### src/rtl/win_scan_controller.sv
`default_nettype none
// ============================================================================
// Module      : win_scan_controller
// Description : Checks for a Connect Four win after each drop. It walks the
//               board through a single read port that it shares with the VGA
//               renderer. The renderer always has priority on that port, and
//               the scanner only reads while disp_active is low. The module
//               also drives the sticky game_over/winner flags.
// Ports       : clk_25MHz, rst_n (async, active-low)
//               new_game, check_start, check_row/col   - game control
//               disp_active, disp_row/col, disp_data   - renderer side
//               board_data, row_read/col_read          - board memory port
//               busy, game_over, winner                - status
// Options     : WIN_SCAN_DRAW_EN - when defined, a drop counter is kept and
//               a full board with no win reports a draw (winner = 2'b11).
// Revision    : 1.0 - initial release
// ============================================================================
module win_scan_controller #(
    parameter int ROWS    = 8,
    parameter int COLS    = 8,
    parameter int WIN_LEN = 4
) (
    input  logic       clk_25MHz,
    input  logic       rst_n,
    input  logic       new_game,
    input  logic       check_start,
    input  logic [2:0] check_row,
    input  logic [2:0] check_col,
    input  logic       disp_active,
    input  logic [2:0] disp_row,
    input  logic [2:0] disp_col,
    input  logic [1:0] board_data,
    output logic [2:0] row_read,
    output logic [2:0] col_read,
    output logic [1:0] disp_data,
    output logic       busy,
    output logic       game_over,
    output logic [1:0] winner
);

    typedef enum logic [1:0] {
        ST_IDLE   = 2'd0,
        ST_ORIGIN = 2'd1,
        ST_WALK   = 2'd2,
        ST_DONE   = 2'd3
    } state_t;

    // Direction order: H(0,+1), V(+1,0), D1(+1,+1), D2(+1,-1)
    localparam logic [1:0] c_DIR_H  = 2'd0;
    localparam logic [1:0] c_DIR_V  = 2'd1;
    localparam logic [1:0] c_DIR_D2 = 2'd3;
    localparam logic [2:0] c_WIN    = 3'(WIN_LEN);
    localparam logic [2:0] c_K_MAX  = 3'(WIN_LEN - 1);
    localparam logic [3:0] c_ROWS4  = 4'(ROWS);
    localparam logic [3:0] c_COLS4  = 4'(COLS);

    state_t     state_q,     state_d;
    logic [2:0] org_row_q,   org_row_d;
    logic [2:0] org_col_q,   org_col_d;
    logic [1:0] player_q,    player_d;
    logic [2:0] count_q,     count_d;
    logic [2:0] k_q,         k_d;
    logic [1:0] dir_q,       dir_d;
    logic       sign_q,      sign_d;      // 0 = + side, 1 = - side
    logic       game_over_q, game_over_d;
    logic [1:0] winner_q,    winner_d;
`ifdef WIN_SCAN_DRAW_EN
    localparam logic [6:0] c_CELLS = 7'(ROWS * COLS);
    logic [6:0] drop_q, drop_d;
`endif

    // Walk cell = origin + sign*k*dir. The 4-bit signed sum can wrap for
    // cells past the top/right edge, but any wrapped value comes out
    // negative, so the bounds test still rejects it.
    logic signed [3:0] w_k, w_step, w_row_off, w_col_off;
    logic signed [3:0] w_cell_row, w_cell_col;
    logic              w_in_bounds, w_reading, w_end_sign;

    always_comb begin
        w_k       = signed'({1'b0, k_q});
        w_step    = sign_q ? -w_k : w_k;
        w_row_off = (dir_q == c_DIR_H) ? 4'sd0 : w_step;
        if (dir_q == c_DIR_V)
            w_col_off = 4'sd0;
        else if (dir_q == c_DIR_D2)
            w_col_off = -w_step;
        else
            w_col_off = w_step;
        w_cell_row  = signed'({1'b0, org_row_q}) + w_row_off;
        w_cell_col  = signed'({1'b0, org_col_q}) + w_col_off;
        w_in_bounds = !w_cell_row[3] && ({1'b0, w_cell_row[2:0]} < c_ROWS4) &&
                      !w_cell_col[3] && ({1'b0, w_cell_col[2:0]} < c_COLS4);
        w_reading   = (state_q == ST_ORIGIN) || ((state_q == ST_WALK) && w_in_bounds);
    end

    // Shared port: the renderer wins whenever it asks for the port.
    always_comb begin
        row_read = disp_row;
        col_read = disp_col;
        if (w_reading && !disp_active) begin
            row_read = (state_q == ST_ORIGIN) ? org_row_q : w_cell_row[2:0];
            col_read = (state_q == ST_ORIGIN) ? org_col_q : w_cell_col[2:0];
        end
    end

    assign disp_data = board_data;
    assign busy      = (state_q != ST_IDLE);
    assign game_over = game_over_q;
    assign winner    = winner_q;

    always_comb begin
        state_d     = state_q;
        org_row_d   = org_row_q;
        org_col_d   = org_col_q;
        player_d    = player_q;
        count_d     = count_q;
        k_d         = k_q;
        dir_d       = dir_q;
        sign_d      = sign_q;
        game_over_d = game_over_q;
        winner_d    = winner_q;
        w_end_sign  = 1'b0;
`ifdef WIN_SCAN_DRAW_EN
        drop_d      = drop_q;
`endif
        unique case (state_q)
            ST_IDLE: begin
                if (check_start && !game_over_q) begin
                    org_row_d = check_row;
                    org_col_d = check_col;
                    count_d   = 3'd0;
                    state_d   = ST_ORIGIN;
`ifdef WIN_SCAN_DRAW_EN
                    drop_d    = drop_q + 7'd1;
`endif
                end
            end
            ST_ORIGIN: begin
                if (!disp_active) begin
                    player_d = board_data;
                    if (board_data == 2'b00) begin
                        state_d = ST_DONE;         // empty origin: nothing to check
                    end else begin
                        count_d = 3'd1;
                        dir_d   = c_DIR_H;
                        sign_d  = 1'b0;
                        k_d     = 3'd1;
                        state_d = ST_WALK;
                    end
                end
            end
            ST_WALK: begin
                if (!w_in_bounds) begin
                    w_end_sign = 1'b1;
                end else if (!disp_active) begin
                    if (board_data == player_q) begin
                        count_d = count_q + 3'd1;
                        if ((count_q + 3'd1) == c_WIN)
                            state_d = ST_DONE;
                        else if (k_q == c_K_MAX)
                            w_end_sign = 1'b1;
                        else
                            k_d = k_q + 3'd1;
                    end else begin
                        w_end_sign = 1'b1;
                    end
                end
            end
            ST_DONE: begin
                state_d = ST_IDLE;
                if (count_q == c_WIN) begin
                    game_over_d = 1'b1;
                    winner_d    = player_q;
                end
`ifdef WIN_SCAN_DRAW_EN
                else if (drop_q == c_CELLS) begin
                    game_over_d = 1'b1;
                    winner_d    = 2'b11;
                end
`endif
            end
            default: state_d = ST_IDLE;
        endcase

        // The + side keeps its count for the - side. After the - side the
        // next direction starts over from the origin alone.
        if (w_end_sign) begin
            k_d = 3'd1;
            if (!sign_q) begin
                sign_d = 1'b1;
            end else if (dir_q == c_DIR_D2) begin
                state_d = ST_DONE;
            end else begin
                dir_d   = dir_q + 2'd1;
                sign_d  = 1'b0;
                count_d = 3'd1;
            end
        end

        if (new_game) begin
            state_d     = ST_IDLE;
            game_over_d = 1'b0;
            winner_d    = 2'b00;
`ifdef WIN_SCAN_DRAW_EN
            drop_d      = 7'd0;
`endif
        end
    end

    always_ff @(posedge clk_25MHz or negedge rst_n) begin
        if (!rst_n) begin
            state_q     <= ST_IDLE;
            org_row_q   <= 3'd0;
            org_col_q   <= 3'd0;
            player_q    <= 2'b00;
            count_q     <= 3'd0;
            k_q         <= 3'd0;
            dir_q       <= 2'd0;
            sign_q      <= 1'b0;
            game_over_q <= 1'b0;
            winner_q    <= 2'b00;
`ifdef WIN_SCAN_DRAW_EN
            drop_q      <= 7'd0;
`endif
        end else begin
            state_q     <= state_d;
            org_row_q   <= org_row_d;
            org_col_q   <= org_col_d;
            player_q    <= player_d;
            count_q     <= count_d;
            k_q         <= k_d;
            dir_q       <= dir_d;
            sign_q      <= sign_d;
            game_over_q <= game_over_d;
            winner_q    <= winner_d;
`ifdef WIN_SCAN_DRAW_EN
            drop_q      <= drop_d;
`endif
        end
    end

endmodule
`default_nettype wire
### config.mk
export PLATFORM = sky130hd
export DESIGN_NAME = win_scan_controller
export DESIGN_NICKNAME = d
export VERILOG_FILES = /design/src/rtl/win_scan_controller.sv
export SDC_FILE = /design/constraint.sdc
export NUM_CORES = 1
export LEC_CHECK = 0
export CAP_MARGIN = 30
export CORE_UTILIZATION = 35
export DETAILED_ROUTE_END_ITERATION = 7
export DONT_BUFFER_PORTS = 1
export PLACE_DENSITY = 0.57
export SYNTH_ARGS = -nofsm -noshare
export SYNTH_HDL_FRONTEND = slang
export SYNTH_SLANG_ARGS = --single-unit
### constraint.sdc
create_clock -name clk_25MHz -period 5.5 [get_ports clk_25MHz]
set_input_delay 0.275 -clock clk_25MHz [delete_from_list [all_inputs] [get_ports clk_25MHz]]
set_output_delay 0.275 -clock clk_25MHz [all_outputs]
set_load 0.1 [all_outputs]
==> qor.json <==
{
  "outcome": "complete, no violations",
  "fin_util": 0.421,
  "final_global_route_overflow_total": 0,
  "min_path_type": "input port to register",
  "layout-drive-gt1-share": 0.141,
  "synthDistinctLibCells": 48,
  "antenna_found_initial": 0,
  "die_width_um": 78.9,
  "synth_mux_area_frac": 0.0846,
  "finalMaxSlewViolations": 0,
  "setup_viol": 0,
  "tritoncts": "done",
  "post_cts.repair.setup_buffers": 0,
  "detail_route.vias_per_cell": 5.46,
  "final.period_utilization": 0.694,
  "place.port_buffers": 0,
  "finalCriticalPeriod_ps": 3820,
  "grt_use_met3": 0.0287,
  "postRouteAntennaNets": 0,
  "rsz0062_at_grt": "false",
  "tightestPinTransition_ps": 893,
  "grtUsageMet2": 0.249,
  "post-synth-top-area-cell": "sky130_fd_sc_hd__dfrtp_1",
  "preCtsSetupSlack_ps": 1920,
  "grt_first_pass_wirelength_um": 7420,
  "hold_violations": 0,
  "syn-mean-instance-area_um2": 9.28,
  "main_combinational_cell_family_by_area_after_synthesis": "compound AO/OA/AOI/OAI gates",
  "drtPass1Iterations": 4,
  "max_cap_violations": 0,
  "total_power_mw": 0.950,
  "hpwlAfterDp_um": 3550,
  "synth-warning-count": 0,
  "synth_area_mm2": 0.00207,
  "synth_top_cell_area_share": 0.266,
  "critPathLaunchType": "register",
  "global_route.usage.total": 0.151,
  "layout_setup_ws_ps": 1680,
  "global_route.usage.met1": 0.198,
  "yosys.area_share.xor_xnor": 0.0629,
  "detailed_place.area_mm2": 0.00226,
  "asyncSetResetFlopFracSynth": 1.00,
  "layout.cell_area.non_filler_mm2": 0.00236,
  "layout-area-overhead-vs-synth_pct": 14.0,
  "yosys.cell_count.top_type": "sky130_fd_sc_hd__dfrtp_1",
  "start_util": 0.369,
  "arrival_ps": 3540,
  "seq_area_frac_synth": 0.266,
  "synth_top_cells_by_count": "22 x sky130_fd_sc_hd__dfrtp_1, 20 x sky130_fd_sc_hd__ha_1, 16 x sky130_fd_sc_hd__inv_1, 16 x sky130_fd_sc_hd__nand2_1, 15 x sky130_fd_sc_hd__nor2_1",
  "pwr_density_cell_mw_per_mm2": 403,
  "critPathKind": "register to primary output",
  "placeableCoreArea_mm2": 0.00561,
  "worst_skew_pair.late_latency_ps": 270,
  "post_synth_fa_ha_maj_area_fraction": 0.140,
  "busiest_layer": "met2",
  "post_synth_main_area_contributors": "sky130_fd_sc_hd__dfrtp_1 27%, sky130_fd_sc_hd__ha_1 12%, sky130_fd_sc_hd__mux2_2 4.4%",
  "gp_routability_congestion": 0.839,
  "crit_required_ps": 5220,
  "total_clock_sinks": 22,
  "dieHeight_um": 78.9,
  "synth-seq-cells": 22,
  "nets": 269,
  "clock_tree.root_cell": "sky130_fd_sc_hd__clkbuf_8",
  "design.die.area_mm2": 0.00622,
  "compound_cell_area_share_of_the_yosys_netlist": 0.218,
  "setup_total_negative_slack_ps": 0,
  "timing.clock.skew_ps": 8.91,
  "synth-simple-area-share": 0.176,
  "synth_enable_flop_cells": 0,
  "detail_route.iter0.violations": 63,
  "cts_resized": 0,
  "grt_start_max_net_pins": 23,
  "crit_fanout": 9,
  "synthCells": 223,
  "core.rowCount": 27,
  "yosys_most_used_dff": "sky130_fd_sc_hd__dfrtp_1",
  "max-clock-path-buffers": 2,
  "clk_pin_slew_worst_paths_ps": 90,
  "postSynthNetCount": 264,
  "wire_per_inst_um": 14.9,
  "cts.htree.levels": 1,
  "cts-buffers-inserted": 3,
  "worstSetupEndpointType": "primary output",
  "filler_cell_count": 571,
  "irDropWorstVdd_uv": 179,
  "drt_drc_violations_left": 0,
  "wl_um": 4460,
  "max_clock_freq_ghz": 0.262,
  "leakage_power_total_nw": 0.989,
  "via_count_of_the_first_global_routing_pass": 1536,
  "io_pins": 31,
  "antenna-diode-count": 0,
  "via_count": 1634,
  "worst_slew_margin_rel": 0.405
}
[flip-flops by register name, indices dropped and copies added (netlist names)]
name       cells
count_q        3
k_q            3
org_col_q      3
org_row_q      3
dir_q          2
player_q       2
state_q        2
winner         2
game_over      1
sign_q         1
[power breakdown]
part	leakage (nW)	internal, mW	total, mW	switching, mW
Sequential	0.282	0.194	0.239	0.0446
Clock	0.0357	0.0973	0.152	0.0546
Combinational	0.672	0.219	0.560	0.341
[worst max-delay path: stages, from the launching register on]
cell	delay, ps
sky130_fd_sc_hd__dfrtp_1	420
sky130_fd_sc_hd__inv_1	130
sky130_fd_sc_hd__ha_1	370
sky130_fd_sc_hd__mux2i_1	290
sky130_fd_sc_hd__xnor2_1	120
sky130_fd_sc_hd__nor2_1	180
sky130_fd_sc_hd__ha_1	260
sky130_fd_sc_hd__a21o_1	200
sky130_fd_sc_hd__a21oi_4	320
sky130_fd_sc_hd__xnor2_4	220
sky130_fd_sc_hd__nand3_2	210
sky130_fd_sc_hd__o211ai_1	300
sky130_fd_sc_hd__clkbuf_16	260
[cell usage in the layout (no fill, tap or decap), types with 3 or more instances in the layout]
cell | synthesis | final
sky130_fd_sc_hd__a211o_1 | 3 | 3
sky130_fd_sc_hd__a211oi_1 | 3 | 3
sky130_fd_sc_hd__a21oi_1 | 11 | 11
sky130_fd_sc_hd__a22oi_1 | 6 | 6
sky130_fd_sc_hd__a31oi_1 | 4 | 4
sky130_fd_sc_hd__clkbuf_16 | 0 | 6
sky130_fd_sc_hd__clkbuf_8 | 0 | 3
sky130_fd_sc_hd__dfrtp_1 | 22 | 22
sky130_fd_sc_hd__ha_1 | 20 | 20
sky130_fd_sc_hd__inv_1 | 16 | 16
sky130_fd_sc_hd__mux2_2 | 8 | 8
sky130_fd_sc_hd__mux2i_1 | 7 | 7
sky130_fd_sc_hd__nand2_1 | 16 | 16
sky130_fd_sc_hd__nand2b_1 | 4 | 4
sky130_fd_sc_hd__nand3_1 | 5 | 5
sky130_fd_sc_hd__nand4_1 | 3 | 3
sky130_fd_sc_hd__nor2_1 | 15 | 15
sky130_fd_sc_hd__nor2b_1 | 10 | 10
sky130_fd_sc_hd__o211ai_1 | 6 | 6
sky130_fd_sc_hd__o21ai_0 | 13 | 13
sky130_fd_sc_hd__xnor2_1 | 5 | 5
sky130_fd_sc_hd__xor2_1 | 3 | 3
[final cells by class]
cell class | count | area [um^2] | share of cell area
multi-input cells | 177 | 1410 | 0.598
repair buffers | 8 | 175 | 0.0743
clock inverters | 1 | 30.0 | 0.0127
well taps | 72 | 90.1 | 0.0382
inverters | 16 | 60.1 | 0.0255
clock buffers | 3 | 41.3 | 0.0175
flip-flops and latches | 22 | 551 | 0.233
[kinds of logic (layout without fill, tap and decap cells)]
kind of cell / after synthesis / after routing
adders and majority gates: 22 / 22
xor gates and xnor gates: 11 / 11
muxes: 16 / 16
AOI/OAI and AO/OA: 61 / 61
buffers and inverters: 24 / 28
and+or+nand+nor: 67 / 67
DFF: 22 / 22
[what timing repair did]
action                                  4_1_cts  5_1_grt
hold buffers                                  1        0
endpoints found under the setup margin        0        0
hold endpoints to repair                     22        0
[layer usage]
layer / part of all wire / up-vias / wire length (um)
li1: - / 807 / -
met2: 0.47 / 30 / 2120
met3: 0.037 / 6 / 164
met4: 0.012 / 0 / 55
met1: 0.48 / 791 / 2130
met5: 0 / - / 0
[final timing paths]
check                                    from                     to  slack (ps)  depth (start not counted)
min in group asynchronous               rst_n  winner[0]$_DFFE_PN0P_         400                          1
min reg2reg                dir_q[0]$_DFF_PN0_     dir_q[0]$_DFF_PN0_         560                          1
max                        k_q[0]$_DFFE_PN0P_            row_read[2]        1680                         12
max in group asynchronous               rst_n       sign_q$_DFF_PN0_        4620                          2
max reg2reg                k_q[0]$_DFFE_PN0P_   count_q[2]$_DFF_PN0_        2180                         11
min                                  new_game  winner[1]$_DFFE_PN0P_          60                          1
[metrics by stage]
stage / std cells / hold WS [ps]
finish: 299 / 58.2
global route: 299 / 44.0
floorplan: 223 / -20.6
CTS: 298 / 53.1
detailed placement: 293 / -20.1
global placement: 293 / -20.2
Note: power is estimated with default switching activity, not from simulation.
